`config.mk`:
```
export PLATFORM = sky130hd
export DESIGN_NAME = vid_timing_rx
export DESIGN_NICKNAME = d
export VERILOG_FILES = /design/src/rtl/vid_timing_rx.sv
export SDC_FILE = /design/constraint.sdc
export NUM_CORES = 1
export LEC_CHECK = 0
export ABC_AREA = 1
export CORE_MARGIN = 5
export CORE_UTILIZATION = 55
export DETAILED_ROUTE_END_ITERATION = 10
export PLACE_DENSITY = 0.79
export SLEW_MARGIN = 10
export SYNTH_ARGS = -nofsm -noshare
export SYNTH_HDL_FRONTEND = slang
export SYNTH_SLANG_ARGS = --single-unit
```
`constraint.sdc`:
```
create_clock -name clk_148_5 -period 3.4 [get_ports clk_148_5]
set_clock_uncertainty 0.2 [all_clocks]
set_input_delay 0.68 -clock clk_148_5 [delete_from_list [all_inputs] [get_ports clk_148_5]]
set_output_delay 0.68 -clock clk_148_5 [all_outputs]
set_load 0.03 [all_outputs]
```
`src/rtl/vid_timing_rx.sv`:
```
// vid_timing_rx: receive-side video timing meter with lock monitor.
// Optional per-frame pixel CRC when VID_TIMING_RX_CRC_EN is defined.
module vid_timing_rx #(
  parameter int EXP_H_ACTIVE = 1920,
  parameter int EXP_H_TOTAL  = 2200,
  parameter int EXP_V_ACTIVE = 1080,
  parameter int EXP_V_TOTAL  = 1125,
  parameter int HS_POL       = 1,
  parameter int VS_POL       = 1,
  parameter int LOCK_FRAMES  = 2,
  parameter int TIMEOUT_LOG2 = 22
) (
  input  logic        clk_148_5,
  input  logic        reset_n,
  input  logic        vid_hs,
  input  logic        vid_vs,
  input  logic        vid_de,
  input  logic [23:0] vid_rgb,
  input  logic        clear,
  output logic [11:0] meas_h_total,
  output logic [11:0] meas_h_active,
  output logic [11:0] meas_v_total,
  output logic [11:0] meas_v_active,
  output logic        frame_done,
  output logic        frame_match,
  output logic        locked,
  output logic        timeout_flag,
  output logic [7:0]  err_count,
  output logic [15:0] frame_crc
);

  typedef enum logic [1:0] {
    IDLE, MEASURE, LOCKING, LOCKED
  } state_t;

  localparam logic [11:0] SAT  = 12'hFFF;
  localparam logic [11:0] E_HA = 12'(EXP_H_ACTIVE);
  localparam logic [11:0] E_HT = 12'(EXP_H_TOTAL);
  localparam logic [11:0] E_VA = 12'(EXP_V_ACTIVE);
  localparam logic [11:0] E_VT = 12'(EXP_V_TOTAL);
  localparam logic        HP   = 1'(HS_POL);
  localparam logic        VP   = 1'(VS_POL);
  localparam logic [3:0]  LF   = 4'(LOCK_FRAMES);

  function automatic logic [11:0] inc(
    input logic [11:0] v
  );
    return (v == SAT) ? v : v + 12'd1;
  endfunction

  logic hs_r, vs_r, de_r, clr_r;
  logic hs_n, vs_n, hs_d, vs_d;
  logic hs_p, vs_p, de_p;

  logic [11:0] h_cnt, de_cnt, v_cnt;
  logic [11:0] v_act, h_act, h_tot;
  logic        first_done, line_err;

  logic        has_de, first_ln, bad_ln;
  logic        lerr_nx, match_nx;
  logic [11:0] h_act_nx, h_tot_nx;
  logic [11:0] v_act_nx, m_hact;

  logic [TIMEOUT_LOG2-1:0] to_cnt;
  logic                    to_hit;

  state_t     state, state_nx;
  logic [3:0] match_cnt, mc_nx;
  logic       err_inc;

  assign hs_n = (hs_r == HP);
  assign vs_n = (vs_r == VP);

  // Edge pulses are registered so de_p stays aligned
  always_ff @(posedge clk_148_5 or negedge reset_n) begin
    if (!reset_n) begin
      hs_r  <= 1'b0;
      vs_r  <= 1'b0;
      de_r  <= 1'b0;
      clr_r <= 1'b0;
      hs_d  <= 1'b0;
      vs_d  <= 1'b0;
      hs_p  <= 1'b0;
      vs_p  <= 1'b0;
      de_p  <= 1'b0;
    end else begin
      hs_r  <= vid_hs;
      vs_r  <= vid_vs;
      de_r  <= vid_de;
      clr_r <= clear;
      hs_d  <= hs_n;
      vs_d  <= vs_n;
      hs_p  <= hs_n & ~hs_d;
      vs_p  <= vs_n & ~vs_d;
      de_p  <= de_r;
    end
  end

  assign has_de   = |de_cnt;
  assign first_ln = hs_p & has_de & ~first_done;
  assign bad_ln   = hs_p & has_de & first_done
                  & (de_cnt != h_act);
  assign h_act_nx = first_ln ? de_cnt : h_act;
  assign h_tot_nx = hs_p ? h_cnt : h_tot;
  assign v_act_nx = (hs_p & has_de)
                  ? inc(v_act) : v_act;
  assign lerr_nx  = line_err | bad_ln;
  assign m_hact   = (first_done | first_ln)
                  ? h_act_nx : 12'd0;
  assign match_nx = (h_tot_nx == E_HT)
                  & (m_hact == E_HA)
                  & (v_cnt == E_VT)
                  & (v_act_nx == E_VA)
                  & ~lerr_nx;

  always_ff @(posedge clk_148_5 or negedge reset_n) begin
    if (!reset_n) begin
      h_cnt      <= '0;
      de_cnt     <= '0;
      h_tot      <= '0;
      h_act      <= '0;
      v_cnt      <= '0;
      v_act      <= '0;
      line_err   <= 1'b0;
      first_done <= 1'b0;
    end else begin
      h_cnt  <= hs_p ? 12'd1 : inc(h_cnt);
      de_cnt <= hs_p ? {11'd0, de_p}
              : (de_p ? inc(de_cnt) : de_cnt);
      h_tot  <= h_tot_nx;
      h_act  <= h_act_nx;
      // A coincident hs edge opens line 1 of the new frame
      if (vs_p) begin
        v_cnt      <= {11'd0, hs_p};
        v_act      <= '0;
        line_err   <= 1'b0;
        first_done <= 1'b0;
      end else begin
        v_cnt      <= hs_p ? inc(v_cnt) : v_cnt;
        v_act      <= v_act_nx;
        line_err   <= lerr_nx;
        first_done <= first_done | first_ln;
      end
    end
  end

  always_ff @(posedge clk_148_5 or negedge reset_n) begin
    if (!reset_n) begin
      frame_done    <= 1'b0;
      frame_match   <= 1'b0;
      meas_h_total  <= '0;
      meas_h_active <= '0;
      meas_v_total  <= '0;
      meas_v_active <= '0;
    end else begin
      frame_done <= vs_p;
      if (vs_p) begin
        frame_match   <= match_nx;
        meas_h_total  <= h_tot_nx;
        meas_h_active <= m_hact;
        meas_v_total  <= v_cnt;
        meas_v_active <= v_act_nx;
      end
    end
  end

  assign to_hit = (&to_cnt) & ~vs_p & ~clr_r;

  always_ff @(posedge clk_148_5 or negedge reset_n) begin
    if (!reset_n) begin
      to_cnt       <= '0;
      timeout_flag <= 1'b0;
    end else begin
      to_cnt <= (vs_p | clr_r) ? '0
              : to_cnt + TIMEOUT_LOG2'(1);
      if (clr_r)
        timeout_flag <= 1'b0;
      else if (to_hit)
        timeout_flag <= 1'b1;
    end
  end

  always_ff @(posedge clk_148_5 or negedge reset_n) begin
    if (!reset_n) begin
      state     <= IDLE;
      match_cnt <= '0;
      err_count <= '0;
    end else begin
      state     <= state_nx;
      match_cnt <= mc_nx;
      if (clr_r)
        err_count <= '0;
      else if (err_inc && err_count != 8'hFF)
        err_count <= err_count + 8'd1;
    end
  end

  always_comb begin
    state_nx = state;
    mc_nx    = match_cnt;
    err_inc  = 1'b0;
    if (clr_r || to_hit) begin
      state_nx = IDLE;
      mc_nx    = '0;
    end else if (vs_p) begin
      unique case (state)
        IDLE: begin
          state_nx = MEASURE;
          mc_nx    = '0;
        end
        MEASURE: if (match_nx) begin
          state_nx = (LF <= 4'd1) ? LOCKED : LOCKING;
          mc_nx    = 4'd1;
        end
        LOCKING: if (match_nx) begin
          mc_nx = match_cnt + 4'd1;
          if (mc_nx >= LF)
            state_nx = LOCKED;
        end else begin
          state_nx = MEASURE;
          mc_nx    = '0;
        end
        LOCKED: if (!match_nx) begin
          state_nx = MEASURE;
          mc_nx    = '0;
          err_inc  = 1'b1;
        end
        default: state_nx = IDLE;
      endcase
    end
  end

  always_comb begin
    locked = (state == LOCKED);
  end

`ifdef VID_TIMING_RX_CRC_EN
  logic [23:0] rgb_r, rgb_p;
  logic [15:0] crc_q, crc_nx, crc_d;

  always_comb begin
    crc_nx = crc_q;
    for (int i = 23; i >= 0; i--)
      crc_nx = {crc_nx[14:0], 1'b0}
             ^ ({16{crc_nx[15] ^ rgb_p[i]}}
                & 16'h1021);
  end

  assign crc_d = de_p ? crc_nx : crc_q;

  always_ff @(posedge clk_148_5 or negedge reset_n) begin
    if (!reset_n) begin
      rgb_r     <= '0;
      rgb_p     <= '0;
      crc_q     <= 16'hFFFF;
      frame_crc <= '0;
    end else begin
      rgb_r <= vid_rgb;
      rgb_p <= rgb_r;
      if (vs_p) begin
        frame_crc <= crc_d;
        crc_q     <= 16'hFFFF;
      end else begin
        crc_q <= crc_d;
      end
    end
  end
`else
  logic unused_rgb;
  assign unused_rgb = ^vid_rgb;
  assign frame_crc  = '0;
`endif

endmodule
```
Word-level counts from Yosys, hierarchy flattened
Cells that the tools add are included.

Bits in registers: 170. Bits of input ports: 30. Output and inout bits: 76. Word-level logic and storage cells: 128.

Add/sub/neg operators: 7. Magnitude comparators: 1. Equality and inequality tests: 19. Mux-type cells: 38. Bitwise logic cells: 21. Reductions and logical operators: 14.

Operator list (number): 12-bit two-way mux (14); 12-bit equality test, second input constant (5); 12-bit by 1-bit adder with 12-bit output, second input constant (4); 12-bit by 11-bit equality test with 1-bit output, second input constant (3); 22-bit by 1-bit adder with 22-bit output, second input constant (1); 22-bit two-way mux (1); 22-bit AND reduction (1); 4-bit two-way mux (5); 8-bit two-way mux (2); 4-bit case mux with 4 select lines (1); 1-bit bitwise AND (12); 2-bit two-way mux (6); 12-bit != test (1); 12-bit OR reduction (1); 2-bit nonzero test (5); 8-bit by 1-bit adder with 8-bit output, second input constant (1); 1-bit two-way mux (8); 8-bit != test, second input constant (1); 2-bit case mux with 4 select lines (1); 2-bit != test, second input constant (3); 1-bit inverter (6); 4-bit by 1-bit adder with 4-bit output, second input constant (1); 2-bit equality test, second input constant (2); 4-bit by 2-bit greater-or-equal comparator with 1-bit output, second input constant (1); other kinds (11) (14).

Longest topological paths before layout
Word-level depth: 17. Gate-level depth with buffers: 21. Depth with buffers taken out: 21.

Worst setup path before layout
OpenSTA, ideal clock, no wires.

Path kind: register -> register. From: reg de_cnt[0]. To: reg err_count[7]. Library setup time: 0.134 ns. Data arrival time: 2.066 ns. Data required time: 3.066 ns. Path slack: 1.000 ns. Cell stages (with the launch flop): 21. Buffers on the path: 1. Period minus slack after synthesis: 2.400 ns. Cell sequence: dfrtp_1 > inv_1 > ha_1 > nand2_1 > nor2_2 > nand2_4 > nand2_8 > inv_6 > buf_8 > nand2_2 > nand2_2 > nor2_2 > nand3_2 > nor2_4 > nand2_4 > nand2_4 > inv_4 > nand2_1 > nand2_1 > nand2_1 > nor2_1.

Cells in the longest elaborated chain, start to end: 16. Elaborated cells between the ends (all ways): 24. Classes of those cells: eq/ne (3); mux (7); bitwise (11); reduce/logical (3).

Ends and longest elaborated chain: start: declaration (line 55) `logic [11:0] h_cnt, de_cnt, v_cnt;`; start signal: assignment (line 128) `de_cnt <= hs_p ? {11'd0, de_p}`; 12-bit OR reduction (line 99) `assign has_de = |de_cnt;`; 1-bit bitwise AND (line 100, 101, 105); 1-bit bitwise AND (line 100) `assign first_ln = hs_p & has_de & ~first_done;`; 12-bit two-way mux / 1-bit OR (equally long branches) (line 103, 108); 12-bit two-way mux (line 109) `? h_act_nx : 12'd0;`; 12-bit by 11-bit equality test with 1-bit output (line 111) `& (m_hact == E_HA)`; 1-bit bitwise AND (line 111); 1-bit bitwise AND (line 112) `& (v_cnt == E_VT)`; 1-bit bitwise AND (line 113) `& (v_act_nx == E_VA)`; 1-bit bitwise AND * (line 114) `& ~lerr_nx;`; 1-bit two-way mux * (line 223) `LOCKED: if (!match_nx) begin`; 1-bit two-way mux * (line 206) `unique case (state)`; 1-bit two-way mux * (line 205) `end else if (vs_p) begin`; 1-bit two-way mux * (line 202) `if (clr_r || to_hit) begin`; 1-bit logical AND * (line 193) `else if (err_inc && err_count != 8'hFF)`; 2-bit nonzero test (no source line) *; end signal: assignment (line 194) `err_count <= err_count + 8'd1;`; end: declaration (line 28) `output logic [7:0] err_count,`.

Mark *: on every way between the ends. The rest lies on a longest branch, timed or not. A chain may end at the register's enable or synchronous reset.

Final worst setup path
Ends and elaborated chain as after synthesis.

==> PnR_summary.wiki <==
{| class="wikitable"
! Metric !! Value
|-
| Post-layout min period || ~2.8 ns
|-
| Clock Root Buffer || sky130_fd_sc_hd__clkbuf_16
|-
| Number of flops mapped to enable cells by yosys || 0
|-
| Type of origin of the critical path || register
|-
| Register area share after synthesis || 49.4%
|-
| Leakage power figure || 4.67 nW
|-
| Number of standard cells in the layout, taps in and fillers out || 1355
|-
| Remaining global-route overflow || 0
|-
| Kind of path behind the tightest hold check || primary input to async pin
|-
| Synthesized area per cell || 8.09 um2
|-
| Die W || 135 um
|-
| RSZ-0062 raised after global routing || no
|-
| Clock Tree Buf Depth || 2
|-
| Clock tree from TritonCTS || yes
|-
| Share of the synthesized area in the top cell type || 49.4%
|-
| Final max-slew violation count || 0
|-
| Kind of critical path || register to register
|-
| Reported max-cap violation count || 0
|-
| Required time at the worst-slack endpoint || around 3.5 ns
|-
| Register containing the most flip-flops in the final layout || to_cnt
|-
| Overall routing resource usage || 21.1%
|-
| Arrival time at the worst endpoint || 2.94 ns
|-
| Worst-case setup slack after placement || a little over 0.6 ns
|-
| Number of synthesized register bits || 170
|-
| Area growth from synthesis to layout || 16.8%
|-
| Cell area after synthesis || between 8000 and 9000 um2
|-
| CP Max Fanout || 19
|-
| Wire length of the first global-routing pass || about 32 mm
|-
| Clk_lat worst skew || 0.42 ns
|-
| Wire length per cell || roughly 14 um
|-
| Die height || approximately 140 um
|-
| Final setup violating endpoints || 0
|-
| Overall power after layout || 5.79 mW
|-
| Largest net degree at the start of global routing || between 60 and 70
|-
| Tightest slew margin relative to the limit || 59.2%
|-
| Period utilization || 83.4%
|-
| Vias/cell || 5.22
|-
| Number of rows in the core area || 45
|-
| Initial antenna violation count || 0
|-
| Maximum clock frequency || 353 MHz
|-
| Number of setup buffers added after CTS || 0
|-
| Maximum ir drop on the vdd rail || 607 uV
|-
| Fraction of synthesis flops using an asynchronous set or reset pin || 100%
|-
| Via count of the first global-routing pass || 6747
|-
| Total cell area at the placement stage || 9410 um2
|-
| Count of unresolved DRC violations after routing || 0
|-
| Number of nets in the finished design || around 1200
|-
| Std-Cell Core Area || between 15000 and 20000 um2
|-
| Starting Density || a little under three fifths
|-
| Number of iterations in the first detailed-routing pass || 5
|-
| Total length of routed wires || 18.8 mm
|-
| Number of gates resized after CTS || 0
|-
| R2r worst-path depth || 19
|-
| Slew at the pin closest to its max-slew limit || about 0.61 ns
|-
| Io pins || 106
|-
| Total number of yosys warnings || 0
|-
| Distinct cell type count after synthesis || 44
|-
| Final total negative setup slack || 0 ns
|-
| Final worst setup slack || 0.565 ns
|-
| Final standard cell area without fillers || approximately 10000 um2
|-
| Post-CTS clock slew at the launch and capture registers of the worst setup and hold paths || 0.07 ns
|-
| Worst hold slack || 0.0345 ns
|-
| Cell taking the most area after synthesis || sky130_fd_sc_hd__dfrtp_1
|-
| Fraction of final layout cells with drive strength greater than 1 || 9.09%
|-
| Largest cells by area after synthesis || sky130_fd_sc_hd__dfrtp_1 49%, sky130_fd_sc_hd__nand2_1 11%, sky130_fd_sc_hd__inv_1 5.6%
|-
| Clock Sink Count || 170
|-
| # H-tree levels || 4
|-
| Detailed placer's ending HPWL || 13.1 mm
|-
| Ratio of total power to cell area || 575 nW/um2
|-
| Cell count after placement || 1323
|-
| Number of nets still failing antenna checks after routing || 0
|-
| GPL Wtd Cong || 0.900
|-
| Flip-flop count of the largest register, all copies and words added || 22
|-
| Total inserted antenna cells || 0
|-
| Type of destination of the critical path || register
|-
| Run status || complete, no violations
|-
| Count of routing violations after the opening detailed-route iteration || 480
|-
| Die outline area || 18300 um2
|-
| Fin util || between 60% and 70%
|-
| Gate count of the mapped netlist || 1065
|-
| Most used flip-flop cell after synthesis || sky130_fd_sc_hd__dfrtp_1
|-
| Number of vias in the routed layout || 7073
|-
| Number of buffers added by the clock tree synthesis step || 17
|-
| Hold-fix buffers at CTS || 0
|-
| IO Port Bufs || 65
|-
| Total count of hold-check failures in the final report || 0
|}
==> synthesized netlist by cell type, types with 4 or more instances <==
library cell and count:
sky130_fd_sc_hd__xor2_1 6, sky130_fd_sc_hd__a31oi_1 8, sky130_fd_sc_hd__nand3_2 9, sky130_fd_sc_hd__nand2_2 15
sky130_fd_sc_hd__nor2_2 11, sky130_fd_sc_hd__nand2_1 251, sky130_fd_sc_hd__nor4_1 5, sky130_fd_sc_hd__buf_6 5
sky130_fd_sc_hd__nand4_1 26, sky130_fd_sc_hd__inv_2 6, sky130_fd_sc_hd__nor2_1 118, sky130_fd_sc_hd__clkbuf_1 13
sky130_fd_sc_hd__buf_4 17, sky130_fd_sc_hd__o21ai_0 75, sky130_fd_sc_hd__a211oi_1 8, sky130_fd_sc_hd__nand2_4 5
sky130_fd_sc_hd__nor3_1 33, sky130_fd_sc_hd__dfrtp_1 170, sky130_fd_sc_hd__ha_1 13, sky130_fd_sc_hd__o21ai_1 4
sky130_fd_sc_hd__nand3_1 47, sky130_fd_sc_hd__inv_1 128, sky130_fd_sc_hd__xnor2_1 10, sky130_fd_sc_hd__a21oi_1 44
sky130_fd_sc_hd__buf_1 4, sky130_fd_sc_hd__a22o_1 4
==> where the power goes <==
group / internal (mW) / leakage, nW / switching, mW / total, mW
Combinational: 0.425 / 2.10 / 0.836 / 1.26
Sequential: 2.25 / 2.26 / 0.159 / 2.41
Clock: 1.30 / 0.319 / 0.815 / 2.12
Total: 3.98 / 4.67 / 1.81 / 5.79
==> worst paths after layout <==
kind	start	end	slack [ns]
max	de_cnt[0]	err_count[7]	0.57
min	reset_n	meas_h_total[10]	0.03
max reg2reg	de_cnt[0]	err_count[7]	0.57
max in group asynchronous	reset_n	meas_h_active[5]	2.18
min in group clk_148_5	de_r	de_p	0.15
min reg2reg	de_r	de_p	0.15
==> logic make-up (layout without fill, tap and decap cells) <==
kind of cell	after synthesis	in the layout	share of synthesized area, %
DFF	170	170	49.4
AOI/OAI and AO/OA	152	152	9.72
buffers and inverters	182	246	9.37
adders and majority gates	13	13	1.89
and+or+nand+nor	531	531	28.0
other	1	16	0.0435
xor gates and xnor gates	16	16	1.63
==> worst max-delay path, cell delays in order, from the launching register on <==
cell                      delay, ns
sky130_fd_sc_hd__dfrtp_1       0.43
sky130_fd_sc_hd__inv_1         0.15
sky130_fd_sc_hd__ha_1          0.17
sky130_fd_sc_hd__nand2_1       0.06
sky130_fd_sc_hd__nor2_2        0.16
sky130_fd_sc_hd__nand2_4       0.19
sky130_fd_sc_hd__nand3_4       0.20
sky130_fd_sc_hd__nand2_1       0.07
sky130_fd_sc_hd__nand2_1       0.17
sky130_fd_sc_hd__nand3_1       0.10
sky130_fd_sc_hd__nor2_1        0.09
sky130_fd_sc_hd__nand2_1       0.12
sky130_fd_sc_hd__nor2_4        0.14
sky130_fd_sc_hd__nand2_4       0.09
sky130_fd_sc_hd__nand2_4       0.12
sky130_fd_sc_hd__inv_4         0.07
sky130_fd_sc_hd__nand2_1       0.06
sky130_fd_sc_hd__nand2_1       0.04
sky130_fd_sc_hd__nand2_1       0.06
sky130_fd_sc_hd__nor2_1        0.04
==> cell usage in the layout (no fill, tap or decap), drive strengths merged <==
cell	n
a211oi	8
a21oi	46
a22o	4
a31oi	8
and3	2
buf	11
bufinv	4
clkbuf	21
clkdlybuf4s50	64
clkinv	5
conb	16
dfrtp	170
ha	13
inv	141
nand2	272
nand3	57
nand3b	1
nand4	26
nor2	132
nor3	33
nor3b	2
nor4	5
o211ai	1
o21a	3
o21ai	81
o221a	1
or2	1
xnor2	10
xor2	6
==> cell type report <==
type                       count  area [um2]
timing repair buffer          75         752
tap                          211         264
inverter                     139         529
clock inverter                11         181
fill                        1248        5200
multi-input combinational    728        3610
sequential                   170        4250
clock buffer                  21         470
==> routing by layer <==
| layer | up-vias | track usage [%] | routed length (um) |
|---|---|---|---|
| met3 | 33 | 4.31 | 670 |
| met1 | 3343 | 27.7 | 8470 |
| met5 | - | 0 | 0 |
| met4 | 0 | 6.49 | 359 |
| met2 | 175 | 35.5 | 9260 |
| li1 | 3522 | - | - |
(Power assumes the default switching activity.)
